File: config.mk
export PLATFORM = sky130hd
export DESIGN_NAME = serial_sub
export DESIGN_NICKNAME = d
export VERILOG_FILES = /design/src/rtl/serial_sub.sv
export SDC_FILE = /design/constraint.sdc
export NUM_CORES = 1
export LEC_CHECK = 0
export CAP_MARGIN = 20
export CORE_MARGIN = 1
export CORE_UTILIZATION = 31
export CTS_CLUSTER_DIAMETER = 30
export CTS_CLUSTER_SIZE = 10
export DETAILED_ROUTE_END_ITERATION = 8
export PLACE_DENSITY = 0.61
export SYNTH_ARGS = -nofsm -noshare
export SYNTH_HDL_FRONTEND = slang
export SYNTH_SLANG_ARGS = --single-unit
File: constraint.sdc
create_clock -name clk -period 1.6 [get_ports clk]
set_input_delay 0.24 -clock clk [delete_from_list [all_inputs] [get_ports clk]]
set_output_delay 0.24 -clock clk [all_outputs]
set_load 0.05 [all_outputs]
File: src/rtl/serial_sub.sv
// ---------------------------------------------------------------------------
// serial_sub
// Bit-serial N-bit subtractor. Computes a - b - borrowIn one bit per clock,
// LSB first, with a single full-subtractor cell and a registered borrow.
//
// Handshake (valid/ready in one place):
//   start is the request, accepted on any rising edge where the block is in
//   IDLE or DONE. a, b and borrowIn are captured on that same edge. busy is
//   high for exactly WIDTH cycles after the accept. done pulses for one cycle
//   afterwards, when diff/borrowOut carry the new result. A start held high in
//   the DONE cycle is accepted immediately, so consecutive operations have no
//   dead cycles. start is ignored while busy.
//
// Parameters:
//   WIDTH        operand/result width, 1..32
//
// Ports:
//   clk          rising-edge clock
//   rst          asynchronous active-high reset
//   start        operation request
//   a            minuend (sampled on accept)
//   b            subtrahend (sampled on accept)
//   borrowIn     initial borrow (sampled on accept)
//   busy         high while bits are being computed
//   done         one-cycle pulse, result valid and newly updated
//   diff         registered result (a - b - borrowIn) mod 2^WIDTH
//   borrowOut    final borrow, 1 iff a < b + borrowIn (unsigned)
//   dbg_state_o  current FSM state (0 IDLE, 1 RUN, 2 DONE)
// ---------------------------------------------------------------------------
module serial_sub #(
    parameter int WIDTH = 8
) (
    input  logic             clk,
    input  logic             rst,
    input  logic             start,
    input  logic [WIDTH-1:0] a,
    input  logic [WIDTH-1:0] b,
    input  logic             borrowIn,
    output logic             busy,
    output logic             done,
    output logic [WIDTH-1:0] diff,
    output logic             borrowOut,
    output logic [1:0]       dbg_state_o
);

    typedef enum logic [1:0] {
        S_IDLE = 2'd0,
        S_RUN  = 2'd1,
        S_DONE = 2'd2
    } state_t;

    // One extra counter bit beyond clog2 keeps WIDTH=1 (clog2=0) legal.
    localparam int CW = $clog2(WIDTH) + 1;
    localparam logic [CW-1:0] LAST_BIT = CW'(WIDTH - 1);

    state_t           state_q;
    logic [WIDTH-1:0] a_sh_q;
    logic [WIDTH-1:0] b_sh_q;
    logic [WIDTH-1:0] res_q;
    logic             br_q;
    logic [CW-1:0]    cnt_q;
    logic             busy_q;
    logic             done_q;
    logic [WIDTH-1:0] diff_q;
    logic             bout_q;

    // Full-subtractor cell on the current LSBs.
    logic             bit_d;
    logic             br_d;
    logic [WIDTH-1:0] res_d;
    logic             accept;

    assign bit_d  = a_sh_q[0] ^ b_sh_q[0] ^ br_q;
    assign br_d   = (~a_sh_q[0] & b_sh_q[0]) | (~(a_sh_q[0] ^ b_sh_q[0]) & br_q);
    assign accept = start && ((state_q == S_IDLE) || (state_q == S_DONE));

    // Result bits enter at the MSB and move down, so after WIDTH shifts the
    // first (LSB) result bit has reached position 0.
    generate
        if (WIDTH == 1) begin : g_res_one
            assign res_d = bit_d;
        end else begin : g_res_many
            assign res_d = {bit_d, res_q[WIDTH-1:1]};
        end
    endgenerate

    always_ff @(posedge clk or posedge rst) begin
        if (rst) begin
            state_q <= S_IDLE;
            a_sh_q  <= '0;
            b_sh_q  <= '0;
            res_q   <= '0;
            br_q    <= 1'b0;
            cnt_q   <= '0;
            busy_q  <= 1'b0;
            done_q  <= 1'b0;
            diff_q  <= '0;
            bout_q  <= 1'b0;
        end else begin
            case (state_q)
                S_IDLE, S_DONE: begin
                    done_q <= 1'b0;
                    if (accept) begin
                        a_sh_q  <= a;
                        b_sh_q  <= b;
                        br_q    <= borrowIn;
                        cnt_q   <= '0;
                        res_q   <= '0;
                        busy_q  <= 1'b1;
                        state_q <= S_RUN;
                    end else begin
                        busy_q  <= 1'b0;
                        state_q <= S_IDLE;
                    end
                end

                S_RUN: begin
                    a_sh_q <= a_sh_q >> 1;
                    b_sh_q <= b_sh_q >> 1;
                    br_q   <= br_d;
                    res_q  <= res_d;
                    cnt_q  <= cnt_q + 1'b1;
                    if (cnt_q == LAST_BIT) begin
                        // Final bit: publish result, leaving the shift
                        // registers as they are until the next accept.
                        diff_q  <= res_d;
                        bout_q  <= br_d;
                        busy_q  <= 1'b0;
                        done_q  <= 1'b1;
                        state_q <= S_DONE;
                    end
                end

                default: begin
                    busy_q  <= 1'b0;
                    done_q  <= 1'b0;
                    state_q <= S_IDLE;
                end
            endcase
        end
    end

    assign busy        = busy_q;
    assign done        = done_q;
    assign diff        = diff_q;
    assign borrowOut   = bout_q;
    assign dbg_state_o = state_q;

    // busy and done are mutually exclusive, and busy tracks the RUN state.
    a_busy_done_excl: assert property (@(posedge clk) disable iff (rst)
        !(busy_q && done_q));
    a_busy_is_run: assert property (@(posedge clk) disable iff (rst)
        busy_q == (state_q == S_RUN));

endmodule

==> out/metrics.yaml <==
job:
  drv_cap: 0
cts:
  holdBufCountCts: 0
  ctsHtreeMaxLevel: 2
  clk_latency_ns: 0.29
  cts_tree: "done"
  cts.clk_slew.worst_paths_ns: 0.07
  cts_max_path_buffers: 2
  cts.sinks: 40
  cts_buffers: 5
  clock-root-buffer: "clkbuf_8"
route:
  vias: 1104
  drc: 0
  drt-total-wl_um: 3230
  wl_per_cell_um: 14.0
  vias_per_cell: 4.80
  antenna_left: 0
  drt_iter0_drc: 54
  first_pass_iters: 4
setup_path:
  arrival_ns: 1.70
  timing.rr.start: "cnt_q[0]"
  critPathLaunchType: "flop"
  startpoint: "cnt_q[0]"
  cp.required_ns: 1.77
  crit_fanout: 5
  critPathKind: "reg2reg"
  cp-end-kind: "flop"
die:
  initial_core_util_pct: 32.4
  die_height_um: 75.2
  core_um2: 5140
  rows: 26
  num_io_pins: 33
  die_area_um2: 5660
  die_x_um: 75.2
global_route:
  antenna_found_initial: 0
  grt_max_degree: 41
  grt_usage_pct: 13.1
  grt_pass1_vias: 1168
  grt-ovfl-total: 0
  grt_pass1_wl_um: 5350
yosys:
  ys_seq_area_share_pct: 60.2
  ys.warnings.count: 0
  ys.flop_type: "dfrtp_1"
  synth_cells: 120
  synth_area_um2: 1660
  synth-edff-count: 0
  synth_cell_types: 25
  synth-adder-area-share_pct: 1.96
  ys_ff_latch: 40
  synth_async_sr_flop_share_pct: 100
  synthesis.nets: 142
  synth.area.mux_share_pct: 6.62
  yosys.area_share.xor_xnor_pct: 0.527
  synth-simple-area-share_pct: 4.97
  syn_area_per_cell_um2: 13.9
  synth_compound_area_share_pct: 21.4
  synth_top_family_by_area: "compound AO/OA/AOI/OAI gates"
pwr:
  p_total_mw: 4.52
  p_leak_nw: 1.07
  p_per_area_nw_per_um2: 2080
  ir_drop_mv: 0.818
timing:
  whs_ns: 0.306
  finalSetupViolations: 0
  worst_pin_slew_ns: 0.317
  worst_slack_ns: 0.0736
  maxSlewViolCount: 0
  fin_worst_skew_ns: 0.00351
  max-slew-margin-rel_pct: 78.8
  max_freq_ghz: 0.655
  rsz0062_at_grt: "false"
  fin_crit_sh_pct: 95.4
  period_needed_ns: 1.53
  report.final.hold_viol_count: 0
layout:
  seq_area_um2: 1000
  multi_input_comb_area_um2: 602
  fillers: 497
  nets: 182
  final_area_um2: 2170
  utilization_pct: 42.3
  drive_gt1_share_pct: 26.9
  areaGrowthSynthToFinish_pct: 30.8
  diodes: 0
placement:
  pre_cts_ws_ns: -0.0418
  dpl.hpwl_um: 2190
  place_area_um2: 2080
  gp_routability_congestion: 0.803
  port_buffers: 32
status:
  status: "finished clean"
hold_path:
  worstHoldPathType: "in2async"
## routing by layer
layer,global-route usage [%],routed length [µm]
met3,4.02,153
met2,20.8,1490
met1,15.9,1520
met5,0,0
met4,7.41,63
## cells by family after synthesis
family                     after synthesis
AOI/OAI and AO/OA                       43
xor gates and xnor gates                 1
adders and majority gates                2
DFF                                     40
muxes                                   10
buffers and inverters                   12
and+or+nand+nor                         12
## final cells by class
class,instances,share of cell area (%)
clock buffer,6,3.34
clock inverter,1,0.230
inverter,3,0.518
multi-input combinational,69,27.7
sequential,40,46.1
tap,70,4.03
timing repair buffer,41,18.1
## what timing repair did
item | 4_1_cts | 5_1_grt
setup endpoints to repair | 0 | 5
gates resized for setup | 0 | 1
setup buffers | 0 | 1
## through the flow
stage | instances | setup TNS, ns
floorplan | 120 | 0
global placement | 221 | -0.0277
detailed placement | 221 | -0.0752
CTS | 228 | 0
global route | 230 | 0
finish | 230 | 0
## worst max-delay path, cell delays in order (launching register included)
cell	delay [ns]
dfrtp_1	0.40
ha_1	0.21
nand3b_1	0.10
buf_4	0.17
nor2_4	0.18
mux2_2	0.36
## where the power goes
group,internal [mW],switching (mW)
Sequential,1.46,0.282
Combinational,1.01,1.15
Clock,0.296,0.322
Total,2.77,1.75
## state kept, by name (all words and copies together) (netlist names)
name,cells
borrowOut,1
a_sh_q,8
busy,1
br_q,1
dbg_state_o,2
diff,8
res_q,7
b_sh_q,8
cnt_q,4
## cells in the final DEF, fill, tap and decap left out
cell / synthesis / routed
nor2b_1: 2 / 2
a21o_1: 14 / 14
o31ai_1: 1 / 1
clkdlybuf4s50_1: 0 / 19
dfrtp_2: 0 / 2
clkbuf_8: 0 / 5
clkinv_2: 0 / 1
ha_1: 1 / 1
a22o_1: 24 / 24
a221o_1: 2 / 2
nor3_1: 1 / 1
nor2_4: 1 / 2
fa_1: 1 / 1
mux2_2: 8 / 8
xnor2_1: 1 / 1
nor2_2: 1 / 1
clkbuf_1: 0 / 1
buf_12: 0 / 3
dfrtp_1: 40 / 38
a31o_2: 1 / 1
nand2b_1: 2 / 2
inv_1: 3 / 3
nand3b_1: 1 / 1
buf_4: 1 / 19
o21ai_0: 1 / 1
mux2i_1: 2 / 2
nor2b_4: 1 / 1
nand4_1: 1 / 1
nor2_1: 2 / 2
## Yosys cell counts (2+ instances only)
cell type   n  area share (%)
nor2b_1     2            0.75
mux2i_1     2             1.2
nor2_1      2            0.45
dfrtp_1    40              60
a221o_1     2             1.2
inv_1       3            0.68
nand2b_1    2            0.75
a22o_1     24              13
a21o_1     14             6.3
mux2_2      8             5.4
buf_6       2             1.4
buf_2       6             1.8
## path summary, 6_finish.rpt
| path | slack, ns | endpoint | cells past startpoint |
|---|---|---|---|
| hold / removal | 0.31 | a_sh_q[6] | 3 |
| min in group clk | 0.48 | cnt_q[3] | 1 |
| max in group asynchronous | 1.09 | dbg_state_o[0] | 3 |
| hold reg to reg | 0.48 | cnt_q[3] | 1 |
| setup / recovery | 0.07 | diff[4] | 5 |
| setup reg to reg | 0.07 | diff[4] | 5 |
No activity file was read; power rests on OpenSTA's default activity.
